--- src/rtl/rf_pkg.sv ---
// Shared widths and FSM state encoding for the register-file write arbiter.
package rf_pkg;
  localparam int RF_ADDR_W = 4;
  localparam int RF_DATA_W = 16;
  localparam int RF_DEPTH  = 16;

  typedef enum logic {
    ST_IDLE = 1'b0,
    ST_INIT = 1'b1
  } rf_state_e;
endpackage

--- src/rtl/rf_rr_pick.sv ---
// Two-way round-robin pick. A requester whose grant is still on the bus (busyN)
// sits out one edge so a held request is not granted twice in a row.
module rf_rr_pick (
  input  logic clk,
  input  logic nClear,
  input  logic en,
  input  logic req0,
  input  logic req1,
  input  logic busy0,
  input  logic busy1,
  output logic pick0,
  output logic pick1
);
  // last_q = 1 means requester 1 was granted last, so requester 0 wins a tie.
  logic last_q, last_d;
  logic elig0, elig1;

  always_comb begin
    elig0  = req0 & ~busy0;
    elig1  = req1 & ~busy1;
    pick0  = 1'b0;
    pick1  = 1'b0;
    last_d = last_q;
    if (en) begin
      if (elig0 && elig1) begin
        pick0 = last_q;
        pick1 = ~last_q;
      end else begin
        pick0 = elig0;
        pick1 = elig1;
      end
      if (pick0) begin
        last_d = 1'b0;
      end else if (pick1) begin
        last_d = 1'b1;
      end
    end
  end

  always_ff @(posedge clk or negedge nClear) begin
    if (!nClear) begin
      last_q <= 1'b1;
    end else begin
      last_q <= last_d;
    end
  end
endmodule

--- src/rtl/rf_write_arbiter.sv ---
// Arbitrates two requesters onto one register-file write port, with an optional
// 16-entry init sweep compiled in by defining RF_ARB_INIT_EN.
module rf_write_arbiter
  import rf_pkg::*;
(
  input  logic                 clk,
  input  logic                 nClear,
  input  logic                 req0,
  input  logic                 req1,
  input  logic [RF_ADDR_W-1:0] addr0,
  input  logic [RF_ADDR_W-1:0] addr1,
  input  logic [RF_DATA_W-1:0] data0,
  input  logic [RF_DATA_W-1:0] data1,
  input  logic                 init_start,
  output logic                 gnt0,
  output logic                 gnt1,
  output logic                 init_busy,
  output logic [RF_ADDR_W-1:0] Caddr,
  output logic [RF_DATA_W-1:0] C,
  output logic                 load,
  output logic                 dbg_state
);
  rf_state_e            state_q, state_d;
  logic                 gnt0_q, gnt0_d, gnt1_q, gnt1_d, load_q, load_d;
  logic [RF_ADDR_W-1:0] caddr_q, caddr_d;
  logic [RF_DATA_W-1:0] c_q, c_d;
  logic                 arb_en, pick0, pick1;

`ifdef RF_ARB_INIT_EN
  logic [RF_ADDR_W-1:0] idx_q, idx_d, idx_nxt;
  // init_start wins over any request sampled on the same edge.
  assign arb_en    = (state_q == ST_IDLE) && !init_start;
  assign init_busy = (state_q == ST_INIT);
`else
  logic unused_init_start;
  assign unused_init_start = init_start;
  assign arb_en    = (state_q == ST_IDLE);
  assign init_busy = 1'b0;
`endif

  rf_rr_pick u_pick (
    .clk   (clk),
    .nClear(nClear),
    .en    (arb_en),
    .req0  (req0),
    .req1  (req1),
    .busy0 (gnt0_q),
    .busy1 (gnt1_q),
    .pick0 (pick0),
    .pick1 (pick1)
  );

  always_comb begin
    state_d = state_q;
    gnt0_d  = 1'b0;
    gnt1_d  = 1'b0;
    load_d  = 1'b0;
    caddr_d = '0;
    c_d     = '0;
`ifdef RF_ARB_INIT_EN
    idx_d   = idx_q;
    idx_nxt = idx_q + 1'b1;
`endif
    case (state_q)
      ST_IDLE: begin
`ifdef RF_ARB_INIT_EN
        if (init_start) begin
          state_d = ST_INIT;
          idx_d   = '0;
          load_d  = 1'b1;
        end
`endif
        if (pick0) begin
          gnt0_d  = 1'b1;
          load_d  = 1'b1;
          caddr_d = addr0;
          c_d     = data0;
        end else if (pick1) begin
          gnt1_d  = 1'b1;
          load_d  = 1'b1;
          caddr_d = addr1;
          c_d     = data1;
        end
      end
`ifdef RF_ARB_INIT_EN
      // Entry 0 goes out on the entry edge; each INIT edge emits the next index.
      ST_INIT: begin
        if (idx_q == RF_ADDR_W'(RF_DEPTH - 1)) begin
          state_d = ST_IDLE;
          idx_d   = '0;
        end else begin
          idx_d   = idx_nxt;
          load_d  = 1'b1;
          caddr_d = idx_nxt;
          c_d     = RF_DATA_W'(idx_nxt);
        end
      end
`endif
      default: state_d = ST_IDLE;
    endcase
  end

  always_ff @(posedge clk or negedge nClear) begin
    if (!nClear) begin
      state_q <= ST_IDLE;
      gnt0_q  <= 1'b0;
      gnt1_q  <= 1'b0;
      load_q  <= 1'b0;
      caddr_q <= '0;
      c_q     <= '0;
`ifdef RF_ARB_INIT_EN
      idx_q   <= '0;
`endif
    end else begin
      state_q <= state_d;
      gnt0_q  <= gnt0_d;
      gnt1_q  <= gnt1_d;
      load_q  <= load_d;
      caddr_q <= caddr_d;
      c_q     <= c_d;
`ifdef RF_ARB_INIT_EN
      idx_q   <= idx_d;
`endif
    end
  end

  assign gnt0      = gnt0_q;
  assign gnt1      = gnt1_q;
  assign load      = load_q;
  assign Caddr     = caddr_q;
  assign C         = c_q;
  assign dbg_state = state_q;
endmodule

--- config.mk ---
export PLATFORM = sky130hd
export DESIGN_NAME = rf_write_arbiter
export DESIGN_NICKNAME = d
export VERILOG_FILES = /design/src/rtl/rf_pkg.sv /design/src/rtl/rf_rr_pick.sv /design/src/rtl/rf_write_arbiter.sv
export SDC_FILE = /design/constraint.sdc
export NUM_CORES = 1
export LEC_CHECK = 0
export BUFFER_PORTS_ARGS = -buffer_cell sky130_fd_sc_hd__buf_2
export CAP_MARGIN = 20
export CORE_ASPECT_RATIO = 1.4
export CORE_UTILIZATION = 38
export CTS_CLUSTER_DIAMETER = 30
export DETAILED_ROUTE_END_ITERATION = 8
export PLACE_DENSITY = 0.77
export REMOVE_ABC_BUFFERS = 1
export SKIP_CTS_REPAIR_TIMING = 1
export SKIP_LAST_GASP = 1
export SYNTH_ARGS = -nofsm -noshare
export SYNTH_HDL_FRONTEND = slang
export SYNTH_HIERARCHICAL = 1
export SYNTH_SLANG_ARGS = --single-unit
--- constraint.sdc ---
create_clock -name clk -period 2 [get_ports clk]
set_input_delay 0.1 -clock clk [delete_from_list [all_inputs] [get_ports clk]]
set_output_delay 0.1 -clock clk [all_outputs]
set_load 0.01 [all_outputs]
==> flow_metrics.tcl, run 1 <==
set metrics [dict create \
    ios 70 \
    antenna_found_initial 0 \
    hpwlAfterDp_um 1480 \
    switchingPower_uw 247 \
    vias_per_cell 4.79 \
    dr.pass1.iters 4 \
    cp.required_ns 2.24 \
    synthCells 65 \
    nNetsFinal 193 \
    peakVddDrop_v 0.000425 \
    num_antenna_cells 0 \
    rr_worst_depth 5 \
    fin_crit_ns 1.55 \
    critPathArrivalTime_ns 1.79 \
    cts_root_buf "clkbuf_4" \
    dpl_worst_slack_ns 0.459 \
    power.leakage_uw 0.000804 \
    ant_nets 0 \
    rsz0062_at_grt "false" \
    rows 20 \
    p_comb_share_pct 22.0 \
    min_period_over_period_pct 77.4 \
    cts.path.max_buffers 2 \
    place.gp.congestion 0.719 \
    synth_area_leaders "dfrtp_1 (64%), a22o_1 (18%), dfstp_2 (2.9%)" \
    ys_seq_area_share_pct 66.5 \
    critical_path.max_fanout 8 \
    worstSetupPathType "reg2reg" \
    cts_tree "built" \
    fp.dieW_um 43.2 \
    synth_edf_count 0 \
    tightest_slew_ns 0.509 \
    design_area_um2 1400 \
    endpoint_kind "register" \
    cts.sinks 24 \
    core_region_area_um2 2200 \
    drt_wl_total_um 2150 \
    grt_max_degree 25 \
    grt_pass1_wl_um 2990 \
    dr_total_vias 809 \
    cap_violations 0 \
    drive_gt1_share_pct 51.7 \
    portBuffers 66 \
    synth_cell_types 16 \
    synth_top_area_cell "dfrtp_1" \
    grt-ovfl-total 0 \
    hold_depth 2 \
    grt_usage_pct 15.8 \
    slew_headroom_pct 66.1 \
    path_clk_slew_ns 0.13 \
    pwr-share-seq_pct 56.3 \
    syn2layout_area_growth_pct 54.9 \
    htree_levels 1 \
    drc 0 \
    setup_viol 0 \
    slew_viol_final 0 \
    hold_class "in2reg" \
    insertion_delay_ns 0.30 \
    ys_ff_latch 24 \
    drtIter0Drc 30 \
    synth_common_cells "dfrtp_1 (23), a22o_1 (19), inv_1 (3)" \
    grt_pass1_vias 719 \
    p_sw_share_pct 25.5 \
    syn_area_um2 905 \
    synthArstFlopShare_pct 100 \
    cp-start-kind "register" \
    wire_per_inst_um 12.7 \
    status "completed" \
    fin_skew_ns 0.00933 \
    cts_buffers 3 \
    p_per_area_nw_per_um2 692 \
    synth-main-ff-cell "dfrtp_1" \
    setup_ws_ns 0.452 \
    die-area_um2 2580 \
    yosysMostFrequentCell "dfrtp_1" \
    hold_viol_final 0 \
    dieHeight_um 59.7 \
    initial_core_util_pct 41.1 \
    synth_top_area_share_pct 63.6 \
    p_clk_share_pct 21.7 \
    synth_warnings 6 \
    placed_cell_area_um2 1250 \
    p_int_uw 722 \
    max_freq_mhz 646 \
    synth_area_per_cell_um2 13.9 \
]
[critical path, cell delays in order (launching register included)]
cell	delay [ns]
dfrtp_1	0.40
nand3b_1	0.18
a31oi_1	0.23
nor2b_2	0.33
buf_4	0.21
a22o_1	0.13
[final timing paths]
check | start | endpoint | slack, ns
max in group asynchronous | nClear | u_pick/last_q | 1.34
min | addr1[0] | Caddr[0] | 0.009
max | gnt1 | C[4] | 0.45
max reg2reg | gnt1 | C[4] | 0.45
min reg2reg | u_pick/last_q | u_pick/last_q | 0.52
min in group asynchronous | nClear | C[6] | 0.28
[layout make-up]
type	instances	area, µm²
Fill cell	180	801
Clock buffer	4	26.3
Sequential cell	24	602
Timing Repair Buffer	81	473
Tap cell	22	27.5
Inverter	3	11.3
Multi-Input combinational cell	35	262
[registers in the layout, summed over array words and instances, names as in the netlist]
| name | cells |
|---|---|
| u_pick/last_q | 1 |
| gnt0 | 1 |
| load | 1 |
| Caddr | 4 |
| gnt1 | 1 |
| C | 16 |
[power groups by stage]
stage	registers [µW]	clock network [µW]	logic [µW]
after global placement	554	0	190
after CTS	546	211	196
final	546	210	214
after global routing	551	237	236
after floorplan	579	0	61.5
after detailed placement	556	0	196
[cell families after synthesis]
| family | share of synthesized area, % |
|---|---|
| buffers and inverters | 6.50 |
| DFF | 66.5 |
| and+or+nand+nor | 5.26 |
| AOI/OAI and AO/OA | 20.9 |
| other | 0.830 |
[cells in the final DEF, fill, tap and decap left out, drive strengths merged]
cell and count:
a21oi 1, a22o 19, a31oi 2, and4b 1, buf 69, clkbuf 4, conb 5, dfrtp 23
dfstp 1, dlygate4sd3 12, inv 3, nand2 2, nand3b 2, nor2b 1, o21ai 1, or2 1
[routing by layer]
| layer | global-route usage, % | vias up | share of wire, % |
|---|---|---|---|
| met2 | 28.1 | 36 | 55 |
| met5 | 0 | - | 0 |
| met1 | 18.1 | 379 | 39 |
| met4 | 9.96 | 0 | 1.3 |
| met3 | 0.906 | 2 | 5.1 |
| li1 | - | 392 | - |
[stage by stage]
step | instances | TNS [ns] | util (%) | power (µW) | hold WS (ns)
floorplan | 62 | -4.69 | - | 640 | -0.196
global placement | 153 | 0 | 57.0 | 744 | 0.0866
detailed placement | 153 | 0 | 57.0 | 752 | 0.102
CTS | 157 | 0 | 58.2 | 953 | -0.234
global route | 169 | 0 | 63.6 | 1020 | 0.000680
finish | 169 | 0 | 63.6 | 969 | 0.00922
Note: power is estimated with default switching activity, not from simulation.
==> run 2, diff against run 1 <==
==> constraint.sdc (replaced) <==
create_clock -name clk -period 1.6 [get_ports clk]
set_input_delay 0.08 -clock clk [delete_from_list [all_inputs] [get_ports clk]]
set_output_delay 0.08 -clock clk [all_outputs]
set_load 0.01 [all_outputs]
==> run 2 against run 1 <==
The flow now finishes with violations (negative hold slack). Clock power rose by 48%. Wire length grew 35%. Final cell count increased by 15%. Register-to-register slack worse by 0.35 ns. Highest routed layer unchanged. Total power increased by 37%. Critical path depth unchanged. Non-clock buffer count grew 25. Worst hold slack got worse by 0.017 ns. Sequential cell count stayed put. Critical path type unchanged. Final area is 20% higher. Combinational power is 54% higher. Setup slack lost 0.35 ns.
==> flow_metrics.tcl, run 2 (synthesis results as in run 1) <==
set metrics [dict create \
    wire_per_inst_um 14.9 \
    cpMaxStageDelayCell "dfrtp_1" \
    syn2layout_area_growth_pct 85.3 \
    top_usage_layer "met2" \
    drc 0 \
    hold_class "in2reg" \
    cts_buffers 3 \
    cp-start-kind "register" \
    max_freq_mhz 667 \
    p_sw_share_pct 25.4 \
    holdWs_ns -0.00824 \
    final_common_cell "buf_2" \
    antenna_found_initial 0 \
    dr_total_vias 957 \
    dieHeight_um 59.7 \
    cap_violations 0 \
    cts_root_buf "clkbuf_4" \
    ios 70 \
    endpoint_kind "register" \
    critPathArrivalTime_ns 1.75 \
    mostFrequentLayoutCells "buf_2 (66), dlygate4sd3_1 (38), dfrtp_1 (23), a22o_1 (19), conb_1 (5)" \
    slew_viol_final 0 \
    insertion_delay_ns 0.30 \
    path_delay_family "simple AND/OR/NAND/NOR gates" \
    rows 20 \
    placed_cell_area_um2 1260 \
    vias_per_cell 4.93 \
    rsz0062_at_grt "false" \
    setup_viol 0 \
    place.gp.congestion 0.695 \
    power.leakage_uw 0.000916 \
    use_met1_pct 17.1 \
    worst-path-buf-inv 1 \
    grt_usage_pct 16.5 \
    core_region_area_um2 2200 \
    htree_levels 1 \
    initial_core_util_pct 41.1 \
    fin_crit_ns 1.50 \
    largest_reg_flops 16 \
    cp.required_ns 1.85 \
    grt_pass1_wl_um 3170 \
    fin_cells 194 \
    num_antenna_cells 0 \
    grt_pass1_vias 754 \
    drt_wl_total_um 2890 \
    hpwlAfterDp_um 1590 \
    slew_headroom_pct 65.8 \
    critical_path.max_fanout 20 \
    worstSetupPathType "reg2reg" \
    crit_chain "nand3b_1 > a31oi_1 > nor2b_2 > buf_12 > a22o_1" \
    cts.path.max_buffers 2 \
    portBuffers 66 \
    cp_slowest_stage_delay_ns 0.42 \
    grtUsageMet3_pct 1.51 \
    design_area_um2 1680 \
    drive_gt1_share_pct 44.2 \
    fin_skew_ns 0.00264 \
    path_clk_slew_ns 0.13 \
    p_clk_share_pct 23.5 \
    violations "negative hold slack" \
    peakVddDrop_v 0.000522 \
    cts.sinks 24 \
    cts_tree "built" \
    status "complete, but fails checks" \
    p_int_uw 988 \
    pwr-share-seq_pct 51.7 \
    nNetsFinal 218 \
    min_period_over_period_pct 93.7 \
    switchingPower_uw 337 \
    drtIter0Drc 15 \
    p_per_area_nw_per_um2 790 \
    p_comb_share_pct 24.8 \
    dr.pass1.iters 2 \
    tightest_slew_ns 0.513 \
    ant_nets 0 \
    use_met2_pct 29.9 \
    dp_cells 152 \
    grt_max_degree 25 \
    die-area_um2 2580 \
    fp.dieW_um 43.2 \
    hold_viol_final 1 \
    grt-ovfl-total 0 \
]
==> run 2: cell count changes in the layout (fill, tap and decap cells not counted), sizes merged <==
| cell | before | now |
|---|---|---|
| dlygate4sd3 | 12 | 38 |
| buf | 69 | 68 |
==> run 2: per-stage QoR <==
step	util [%]	hold WS [ns]	worst slack, ns	TNS (ns)	total power (µW)
finish	76.1	-0.00824	0.100	0	1330
global route	76.1	-0.00157	0.0318	0	1390
CTS	58.9	-0.262	0.0917	0	1250
detailed placement	57.2	0.0837	0.129	0	946
global placement	57.2	0.0659	0.241	0	932
floorplan	-	-0.216	-0.642	-13.32	800
==> run 2: worst reg2reg max path: cells and delay by family, from the launching register on <==
family | cells | cell delay [ns]
AOI/OAI and AO/OA | 2 | 0.40
buffers and inverters | 1 | 0.17
DFF | 1 | 0.42
and+or+nand+nor | 2 | 0.45
==> run 2: worst paths after layout <==
kind | slack, ns | end | cells past startpoint | start
setup / recovery | 0.10 | C[15] | 5 | gnt1
hold / removal | -0.008 | Caddr[1] | 3 | addr1[1]
setup reg to reg | 0.10 | C[15] | 5 | gnt1
hold reg to reg | 0.54 | u_pick/last_q | 2 | u_pick/last_q
max in group asynchronous | 0.98 | u_pick/last_q | 2 | nClear
min in group asynchronous | 0.27 | C[11] | 2 | nClear
==> run 2: layout make-up <==
| class | count | area [µm²] |
|---|---|---|
| Timing Repair Buffer | 106 | 738 |
| Inverter | 3 | 11.3 |
| Clock buffer | 4 | 36.3 |
| Tap cell | 22 | 27.5 |
| Multi-Input combinational cell | 35 | 262 |
| Sequential cell | 24 | 602 |
| Fill cell | 150 | 526 |
==> run 2: power groups by stage <==
stage / logic, µW / clock network, µW / registers (µW)
final: 329 / 311 / 685
after global placement: 240 / 0 / 692
after global routing: 353 / 344 / 691
after CTS: 251 / 319 / 684
after floorplan: 76.9 / 0 / 724
after detailed placement: 250 / 0 / 696
==> run 2: metal layers <==
layer / vias up / share of wire, %
li1: 443 / -
met1: 470 / 35
met2: 40 / 60
met3: 4 / 3.7
met4: 0 / 1.5
met5: - / 0
==> run 3, diff against run 2 <==
--- a/config.mk
+++ b/config.mk
@@ -7,15 +7,14 @@
 export LEC_CHECK = 0
 export BUFFER_PORTS_ARGS = -buffer_cell sky130_fd_sc_hd__buf_2
 export CAP_MARGIN = 20
-export CORE_ASPECT_RATIO = 1.4
-export CORE_UTILIZATION = 38
+export CORE_UTILIZATION = 44
 export CTS_CLUSTER_DIAMETER = 30
 export DETAILED_ROUTE_END_ITERATION = 8
-export PLACE_DENSITY = 0.77
+export PLACE_DENSITY = 0.79
 export REMOVE_ABC_BUFFERS = 1
+export SETUP_SLACK_MARGIN = 0.02
 export SKIP_CTS_REPAIR_TIMING = 1
 export SKIP_LAST_GASP = 1
 export SYNTH_ARGS = -nofsm -noshare
 export SYNTH_HDL_FRONTEND = slang
-export SYNTH_HIERARCHICAL = 1
 export SYNTH_SLANG_ARGS = --single-unit
==> run 3 against run 2 <==
The flow now finishes without violations. Die area increased by 24%. Critical endpoint is now Caddr[1]. Total power up 23%. Sequential power increased by 8.9%. Worst hold slack better by 0.042 ns. Wire length grew 11%. Sequential share of layout area is 0.19 points higher. First-iteration DRC count rose by 80%. Final cell count increased by 4.6%.
==> flow_metrics.tcl, run 3 <==
set metrics [dict create \
    status "completed" \
    critPathArrivalTime_ns 1.51 \
    grt_pass1_vias 1176 \
    portBuffers 66 \
    fin_cells 203 \
    cts.sinks 24 \
    cts_tree "built" \
    ios 70 \
    setup_ws_ns 0.274 \
    place.gp.congestion 0.699 \
    hold_viol_final 0 \
    num_antenna_cells 0 \
    die-area_um2 3200 \
    cts_root_buf "clkbuf_4" \
    grt_usage_pct 21.2 \
    drive_gt1_share_pct 56.4 \
    yosysMostFrequentCell "nand3b_1" \
    syn_area_um2 1310 \
    ant_nets 0 \
    grt_max_degree 25 \
    synth_warnings 0 \
    synth_top_area_cell "dfrtp_1" \
    dieHeight_um 56.6 \
    synth_top_area_share_pct 43.9 \
    fin_skew_ns 0.00472 \
    antenna_found_initial 0 \
    grt_pass1_wl_um 5240 \
    p_int_uw 1090 \
    grt-ovfl-total 0 \
    drtIter0Drc 27 \
    endpoint_kind "register" \
    pwr-share-seq_pct 45.9 \
    p_comb_share_pct 37.7 \
    cts_buffers 3 \
    cp.required_ns 1.79 \
    synth_common_cells "nand3b_1 (40), dfrtp_1 (23), o22ai_2 (19)" \
    placed_cell_area_um2 1630 \
    path_clk_slew_ns 0.13 \
    synth_area_leaders "dfrtp_1 (44%), nand3b_1 (23%), o22ai_2 (18%)" \
    fp.dieW_um 56.6 \
    ys_ff_latch 24 \
    p_per_area_nw_per_um2 975 \
    p_sw_share_pct 32.7 \
    peakVddDrop_v 0.000652 \
    synth_compound_area_share_pct 19.0 \
    synthArstFlopShare_pct 100 \
    dr.pass1.iters 4 \
    largest_reg_flops 16 \
    hpwlAfterDp_um 2200 \
    worstSetupPathType "reg2reg" \
    ys_seq_area_share_pct 45.9 \
    core_region_area_um2 2780 \
    drt_wl_total_um 3200 \
    dp_cells 198 \
    final_common_cell "buf_2" \
    slew_viol_final 0 \
    dpl_worst_slack_ns 0.290 \
    synth-simple-area-share_pct 27.1 \
    insertion_delay_ns 0.30 \
    cts.path.max_buffers 2 \
    mostFrequentLayoutCells "buf_2 (66), nand3b_1 (40), dfrtp_1 (23), o22ai_2 (19), buf_4 (6)" \
    switchingPower_uw 532 \
    synthMuxAreaShare_pct 0 \
    synthCells 108 \
    htree_levels 1 \
    syn2layout_area_growth_pct 27.3 \
    final_util_pct 60.0 \
    rsz0062_at_grt "false" \
    vias_per_cell 5.62 \
    synth-main-ff-cell "dfrtp_1" \
    power.leakage_uw 0.000813 \
    fin_crit_ns 1.33 \
    synth_area_per_cell_um2 12.1 \
    synth_cell_types 17 \
    tightest_slew_ns 0.522 \
    min_period_over_period_pct 82.9 \
    rows 19 \
    nNetsFinal 218 \
    design_area_um2 1670 \
    synth-xor-area-share_pct 0 \
    hold_class "in2reg" \
    critical_path.max_fanout 22 \
    synth_top_family_by_area "simple AND/OR/NAND/NOR gates" \
    max_freq_mhz 754 \
    synth_edf_count 0 \
    wire_per_inst_um 15.8 \
    initial_core_util_pct 47.1 \
    holdWs_ns 0.0339 \
    p_clk_share_pct 16.4 \
    cp-start-kind "register" \
    slew_headroom_pct 65.2 \
    setup_viol 0 \
    drc 0 \
    dr_total_vias 1140 \
    synth-adder-area-share_pct 0 \
    cap_violations 0 \
]
## run 3: cell count changes in the layout (fill, tap and decap cells not counted), moves of 2 or more
cell | previous run | this run
a22o_1 | 19 | 0
inv_1 | 3 | 1
nand3b_1 | 2 | 40
nor2_1 | 0 | 2
nand2b_1 | 0 | 2
o22ai_2 | 0 | 19
buf_4 | 1 | 6
conb_1 | 5 | 2
dlygate4sd3_1 | 38 | 1
## run 3: cell type report
class                           count  area, µm²
Clock buffer                        4       26.3
Fill cell                         235       1110
Inverter                            1       3.75
Multi-Input combinational cell     70        612
Sequential cell                    24        602
Tap cell                           31       38.8
Timing Repair Buffer               73        385
## run 3: metrics by stage
stage,total power [µW],TNS [ns]
6_report,1630,0
5_1_grt,1730,0
4_1_cts,1650,0
3_5_place_dp,1370,0
3_3_place_gp,1340,0
2_1_floorplan,1110,-1.64
## run 3: worst paths after layout
kind / startpoint / end / slack [ns] / cells after the start
max: u_pick.last_q / Caddr[1] / 0.27 / 2
min: addr0[2] / Caddr[2] / 0.03 / 3
max reg2reg: u_pick.last_q / Caddr[1] / 0.27 / 2
min reg2reg: u_pick.last_q / u_pick.last_q / 0.51 / 2
max in group asynchronous: nClear / u_pick.last_q / 0.97 / 2
min in group asynchronous: nClear / gnt0 / 0.27 / 2
## run 3: layer usage
| layer | global-route usage (%) | vias to the layer above | routed length, µm |
|---|---|---|---|
| met5 | 0 | - | 0 |
| met4 | 5.23 | 0 | 10 |
| met3 | 3.23 | 2 | 193 |
| met2 | 38.5 | 45 | 1670 |
| met1 | 26.1 | 575 | 1330 |
| li1 | - | 518 | - |
## run 3: cell families after synthesis
family                 Yosys count
other                            1
AND/OR/NAND/NOR                 47
AO/OA/AOI/OAI                   21
buffers and inverters           15
flip-flops                      24
## run 3: critical path: stages, from the launching register on
cell and delay, ns:
dfstp_2 0.59, and3b_4 0.49, o22ai_2 0.13
## run 3: power by group through the flow
stage | Sequential [µW] | Combinational, µW | Clock (µW)
after CTS | 748 | 616 | 283
final | 746 | 613 | 267
after global placement | 755 | 589 | 0
after floorplan | 827 | 283 | 0
after detailed placement | 760 | 614 | 0
after global routing | 758 | 659 | 313
